===== src/rtl/shift_ram_sweep.sv =====
// RAM-based delay line for the correlator front end. Each accepted sample is
// written to a circular buffer, and then the newest sweep_len samples are replayed, oldest first.
module shift_ram_sweep #(
  parameter int DW = 8,
  parameter int AW = 7
) (
  input  logic          clk,
  input  logic          rst,
  input  logic          clr,
  input  logic [AW:0]   sweep_len,
  input  logic [DW-1:0] din,
  input  logic          sin,
  output logic [DW-1:0] dout,
  output logic          sout,
  output logic [DW-1:0] dshift,
  output logic          dshift_valid,
  output logic          dshift_first,
  output logic          dshift_last,
  output logic          busy,
  output logic          overrun
);

  localparam int          DEPTH   = 2**AW;
  localparam logic [AW:0] DEPTH_L = (AW+1)'(DEPTH);

  typedef enum logic [1:0] {S_FLUSH, S_IDLE, S_SWEEP} state_t;

  // A length of zero, or one beyond the buffer, means a full-buffer sweep.
  function automatic logic [AW:0] clamp_len(input logic [AW:0] len);
    if (len == '0 || len > DEPTH_L) return DEPTH_L;
    return len;
  endfunction

  state_t        state_q;
  logic [AW-1:0] faddr_q, wptr_q, rptr_q;
  logic [AW:0]   cnt_q;
  logic          first_pend_q;
  logic [DW-1:0] dout_q, dshift_q;
  logic          sout_q, dshift_valid_q, dshift_first_q, dshift_last_q, overrun_q;

  logic [DW-1:0] mem [DEPTH];

  logic [AW:0]   len_d;
  logic          accept, issue, we;
  logic [AW-1:0] waddr, raddr;
  logic [DW-1:0] wdata, rd_data;

  always_comb begin
    len_d   = clamp_len(sweep_len);
    accept  = (state_q == S_IDLE) && sin && !clr;
    issue   = (state_q == S_SWEEP) && !clr;
    we      = !rst && ((state_q == S_FLUSH) || accept);
    waddr   = (state_q == S_FLUSH) ? faddr_q : wptr_q;
    wdata   = (state_q == S_FLUSH) ? '0 : din;
    raddr   = (state_q == S_SWEEP) ? rptr_q : wptr_q;
    rd_data = mem[raddr];
  end

  // Storage array is never reset; FLUSH clears it functionally.
  always_ff @(posedge clk) begin
    if (we) mem[waddr] <= wdata;
  end

  always_ff @(posedge clk) begin
    if (rst) begin
      state_q        <= S_FLUSH;
      faddr_q        <= '0;
      wptr_q         <= '0;
      rptr_q         <= '0;
      cnt_q          <= '0;
      first_pend_q   <= 1'b0;
      dout_q         <= '0;
      sout_q         <= 1'b0;
      dshift_q       <= '0;
      dshift_valid_q <= 1'b0;
      dshift_first_q <= 1'b0;
      dshift_last_q  <= 1'b0;
      overrun_q      <= 1'b0;
    end else begin
      // Registered read port: both output words are captured from the same read.
      sout_q <= accept;
      if (accept) dout_q <= rd_data;
      dshift_valid_q <= issue;
      dshift_first_q <= issue && first_pend_q;
      dshift_last_q  <= issue && (cnt_q == (AW+1)'(1));
      dshift_q       <= issue ? rd_data : '0;

      if (clr)                              overrun_q <= 1'b0;
      else if (sin && state_q != S_IDLE)    overrun_q <= 1'b1;

      if (clr) begin
        state_q      <= S_FLUSH;
        faddr_q      <= '0;
        first_pend_q <= 1'b0;
      end else begin
        case (state_q)
          S_FLUSH: begin
            faddr_q <= faddr_q + AW'(1);
            if (faddr_q == AW'(DEPTH - 1)) begin
              state_q <= S_IDLE;
              wptr_q  <= '0;
            end
          end
          S_IDLE: begin
            if (sin) begin
              wptr_q       <= wptr_q + AW'(1);
              rptr_q       <= wptr_q + AW'(1) - len_d[AW-1:0];
              cnt_q        <= len_d;
              first_pend_q <= 1'b1;
              state_q      <= S_SWEEP;
            end
          end
          S_SWEEP: begin
            rptr_q       <= rptr_q + AW'(1);
            cnt_q        <= cnt_q - (AW+1)'(1);
            first_pend_q <= 1'b0;
            if (cnt_q == (AW+1)'(1)) state_q <= S_IDLE;
          end
          default: state_q <= S_FLUSH;
        endcase
      end
    end
  end

  assign dout         = dout_q;
  assign sout         = sout_q;
  assign dshift       = dshift_q;
  assign dshift_valid = dshift_valid_q;
  assign dshift_first = dshift_first_q;
  assign dshift_last  = dshift_last_q;
  assign busy         = (state_q != S_IDLE);
  assign overrun      = overrun_q;

endmodule


===== config.mk =====
export PLATFORM = sky130hd
export DESIGN_NAME = shift_ram_sweep
export DESIGN_NICKNAME = d
export VERILOG_FILES = /design/src/rtl/shift_ram_sweep.sv
export SDC_FILE = /design/constraint.sdc
export NUM_CORES = 1
export LEC_CHECK = 0
export BUFFER_PORTS_ARGS = -buffer_cell sky130_fd_sc_hd__buf_2
export CAP_MARGIN = 20
export CELL_PAD_IN_SITES_DETAIL_PLACEMENT = 0
export CELL_PAD_IN_SITES_GLOBAL_PLACEMENT = 1
export CORE_MARGIN = 3
export CORE_UTILIZATION = 40
export CTS_CLUSTER_SIZE = 40
export DETAILED_ROUTE_END_ITERATION = 10
export GPL_TIMING_DRIVEN = 0
export PLACE_DENSITY_LB_ADDON = 0.2
export SYNTH_ARGS = -nofsm -noshare
export SYNTH_HDL_FRONTEND = slang
export SYNTH_SLANG_ARGS = --single-unit
export TNS_END_PERCENT = 1

===== constraint.sdc =====
create_clock -name clk -period 6.3 [get_ports clk]
set_input_delay 0.63 -clock clk [delete_from_list [all_inputs] [get_ports clk]]
set_output_delay 0.63 -clock clk [all_outputs]
set_load 0.02 [all_outputs]

---- Word-level counts from Yosys, hierarchy flattened ----
Memory sizes are Yosys's and may differ from the RTL's.
Cells that the tools add are included.
word-level totals
  bits of input ports ..................... 20
  memory bits (writable) .................. 1024
  output and inout port bits .............. 22
  memories ................................ 1
  register bits ........................... 53
  logic and storage cells ................. 72
memory list
  memory  depth  width  read ports  clocked after Yosys merged registers in  wr ports  RTL line  RTL
  mem     128    8      1           0                                        1         41        logic [DW-1:0] mem [DEPTH];
cells by class
  order comparisons ....................... 1
  multiplexer cells ....................... 21
  bitwise gates (word level) .............. 2
  add/sub/neg operators ................... 5
  eq/ne operators ......................... 8
  reduce and logical (&&, ||, !) cells .... 21
operators by type and width
  kind                                                                    number
  7-bit two-way mux                                                       5
  8-bit two-way mux                                                       4
  7-bit case mux with 2 select lines                                      2
  7-bit by 1-bit adder with 7-bit output (second input constant)          3
  8-bit case mux with 2 select lines                                      1
  8-bit by 1-bit equality test with 1-bit output (second input constant)  1
  8-bit > comparator (second input constant)                              1
  8-bit zero test                                                         1
  8-bit by 1-bit subtractor with 8-bit output (second input constant)     1
  7-bit equality test (second input constant)                             1
  1-bit logical AND                                                       7
  7-bit subtractor                                                        1
  2-bit two-way mux                                                       3
  2-bit by 1-bit != test with 1-bit output (second input constant)        3
  2-bit case mux with 3 select lines                                      1
  3-bit AND reduction                                                     2
  1-bit two-way mux                                                       4
  4-bit AND reduction                                                     1
  2-bit nonzero test                                                      2
  2-bit OR reduction                                                      2
  2-bit by 1-bit equality test with 1-bit output (second input constant)  1
  2-bit equality test (second input constant)                             1
  1-bit zero test                                                         2
  2-bit zero test                                                         1
  other kinds (5)                                                         7

---- Depth between registers and ports, before layout ----
  depth after elaboration ................. 7
  depth in mapped cells ................... 15
  mapped depth without buffers ............ 11

---- Worst setup path before layout ----
No wires, ideal clock.
  path type ............................... flip-flop to flip-flop
  start point ............................. register state_q[0]
  end point ............................... memory mem[0][0], data pin
  required time ........................... 5475 ps
  clock period less this slack ............ 5378 ps
  cell stages (with the launch flop) ...... 8
  arrival ................................. 4553 ps
  setup slack ............................. 922 ps
  library setup time ...................... 825 ps
  path buffers ............................ 4
  cells stage by stage .................... dfxtp_1 > inv_1 > ha_1 > clkbuf_1 > clkbuf_1 > buf_1 > clkbuf_1 > nor2b_1
between the ends
  word-level cells in the longest chain between the ends .. 2
RTL lines
  item                      RTL line  RTL
  start: declaration        34        state_t state_q;
  start signal: assignment  66        state_q <= S_FLUSH;
  start signal: assignment  92        state_q <= S_FLUSH;
  start signal: assignment  100       state_q <= S_IDLE;
  2-bit zero test           54        wdata = (state_q == S_FLUSH) ? '0 : din;
  8-bit two-way mux         54
  net wdata[0]              46        logic [DW-1:0] wdata, rd_data;
  end: declaration          41
The timed path passes the listed nets, and every way through them passes these cells.

---- Worst setup path in the final report ----
  start point ............................. register wptr_q[0]
  end point ............................... memory mem[63][3], enable pin
between the ends
  word-level cells in the longest chain between the ends .. 1
RTL lines
  item                      RTL line  RTL
  start: declaration        35        logic [AW-1:0] faddr_q, wptr_q, rptr_q;
  start signal: assignment  106       wptr_q <= wptr_q + AW'(1);
  7-bit two-way mux         53        waddr = (state_q == S_FLUSH) ? faddr_q : wptr_q;
No other way between the ends.

==> impl_results.md <==
* Status: finished clean
* Peak supply drop at 0.0002099 V
* Cell row count at 121
* Unrepaired setup endpoints after global routing: false
* Pin count of the biggest net entering global routing at 45
* Final period utilization at 0.8043
* Synth Net Count at 3,270
* Worst skew pair latency at 720 ps
* # hold bufs at CTS at 0
* Fin nets at 3,478
* Most frequent cells after synthesis: edfxtp_1 (1,024), nand2_1 (480), nor2_1 (335), o21ai_0 (184), a21oi_1 (135)
* ANT nets after route at 0
* CTS H-tree lvls at 3
* Top-count cell post-synth: edfxtp_1
* Post-Route WL at 157.4 mm
* CTS root buffer: clkbuf_16
* Syn Inst Count at 3,235
* Post-route DRC at 0
* EDFF count, synth at 1,024
* Fin. max-slew vios at 0
* Worst setup SP type: register
* Synth Warn # at 0
* Yosys top cell area share at 0.6955
* Fin area at 50,770 sq um
* Crit-path max FO at 10
* First-pass GRT wire length at 217.9 mm
* Layout Area Growth over Synthesis at 14.84%
* Core area at 109,300 sq um
* Switching Share at 0.1973
* Largest cells by area after synthesis: edfxtp_1 (70%), nand2_1 (4.1%), nor2_1 (2.8%)
* Port Buf Inserts at 40
* I/O pins at 42
* DP HPWL at 114.2 mm
* Vias at 29,910
* Worst slew pin tran at 1252 ps
* Die height at 338.5 um
* Power Density at 280.4 nW/um^2
* Max-cap violation count at 0
* Post_cts resized at 0
* Hold Vio Cnt, Final at 0
* Slowest-stage cell, CP: nor2_1
* # setup viols final at 0
* Top FF cell, synth: edfxtp_1
* Leak at 17.23 nW
* Internal at 11.43 mW
* Iter 0 DRT Violations at 3,912
* Max clock buf depth at 3
* Critical Path End Type: register
* Initial Utilization at 0.4045
* Logic pwr share at 0.006
* Psw at 2.808 mW
* Crit path cell chain: buf_6 -> clkbuf_1 -> clkbuf_1 -> nand2_1 -> o21ai_0 -> nand3_1 -> clkbuf_1 -> nor2_1
* Slew margin rel. at 0.1653
* WP data arrival at 5380 ps
* Ys async rst share at 0
* Hold slack at 227.4 ps
* CTS sink cnt at 1,077
* Required @ worst endpoint at 6610 ps
* DIE AREA at 114,600 sq um
* First drt pass iteration count at 6
* Worst path max stage delay at 970 ps
* WL/cell at 31.37 um
* GRT Util Overall at 0.2685
* Clock transition at the registers of the reported paths at 60 ps
* Syn_area_per_cell at 13.67 sq um
* Minimum clock period at 5067 ps
* Vias per cell at 5.962
* Maximum clock rate at 197.4 MHz
* Mapped Area at 44,210 sq um
* Setup bufs post-CTS at 0
* Ratio of cells with drive above 1 in the final layout at 0.1190
* Initial antenna violation count at 11
* Number of global-route vias before repair at 28,930
* Clock skew at 28.07 ps
* Sequential power share at 0.543
* # placed instances at 4,795
* Placed Area at 47,150 sq um
* Fin cells at 5,017
* CTS tree: done
* Netlist cell types at 74
* CTS Buf Count at 114
* Leading area contributor after synthesis: edfxtp_1
* Register area share after synthesis at 0.7195
* CP Class: register to register
* Clock share of power at 0.452
* Number of synthesized register bits at 1,077
* Placer's final routability congestion estimate at 0.9363
* Most used cell along the critical path: clkbuf_1
* Utilization of the core after routing at 0.4645
* GRT overflow at 0
* Hold WC Path Type: input port to register
* Die W at 338.5 um
registers in the layout, summed over array words and instances, names as in the netlist:
name          cells
rptr_q            7
dout              8
state_q           2
first_pend_q      1
mem            1024
dshift_last       1
sout              1
cnt_q             8
overrun           1
faddr_q           7
wptr_q            7
dshift            8
dshift_first      1
dshift_valid      1
power groups by stage:
stage	registers [mW]	clock network [mW]	logic, mW
finish	7.72	6.43	0.0808
global route	7.72	6.80	0.0841
CTS	7.72	6.50	0.0788
detailed placement	7.87	0	0.0786
global placement	7.87	0	0.0732
floorplan	7.87	0	0.0410
metrics by stage:
step	setup TNS, ps	worst slack [ps]	power (mW)
after floorplan	0	922.3	7.915
after global placement	-4616470	-5560	7.948
after detailed placement	0	1430	7.954
after CTS	0	1405	14.30
after global routing	0	1311	14.60
final	0	1233	14.24
kinds of logic after synthesis:
family | share of synthesized area
AO/OA/AOI/OAI | 0.1011
XOR/XNOR | 0.002575
adder cells (fa/ha/maj) | 0.004415
buffers and inverters | 0.02428
flip-flops | 0.7195
multiplexers | 0.04500
AND/OR/NAND/NOR | 0.1032
routing by layer:
metal / track usage / share of wire / vias to the layer above
met5: 0 / 0.00013 / -
met2: 0.4365 / 0.47 / 1662
met3: 0.05212 / 0.092 / 347
met4: 0.1224 / 0.051 / 4
met1: 0.3498 / 0.39 / 15160
li1: - / - / 12750
path summary, 6_finish.rpt:
check	from	endpoint	slack (ps)	cells after the start
worst max-delay path	wptr_q[0]	mem[63][3]	1230	8
worst min-delay path	sin	overrun	230	3
worst max register to register	wptr_q[0]	mem[63][3]	1230	8
worst min register to register	overrun	overrun	470	2
layout make-up:
cell class	instances	area [sq um]
fillers	9716	58530
flip-flops and latches	1077	31810
multi-input cells	1931	11420
clock buffers	154	3024
well taps	1476	1847
repair buffers	92	1081
plain buffers	205	991.0
clock inverters	57	510.5
inverters	22	82.58
diodes	3	7.507
critical path, delay by kind of cell (launching register included):
kind	cells	cell delay [ps]
compound gates	1	760
buf+inv	4	1920
flops	1	430
simple gates	3	1540
placed cells by master (no fill, tap or decap), types with 32 or more instances in the layout:
master and instances:
edfxtp_1 1024, nand2_1 480, nor2_1 335, o21ai_0 184
a21oi_1 135, clkbuf_1 130, buf_2 122, clkbuf_16 115
mux2i_1 104, nand3_1 82, a211oi_1 53, dfxtp_1 53
a2bb2oi_1 43, a22oi_1 40, mux4_2 39, nor3_1 33
a31oi_1 33, nor4_1 32
Note: power is estimated with default switching activity, not from simulation.
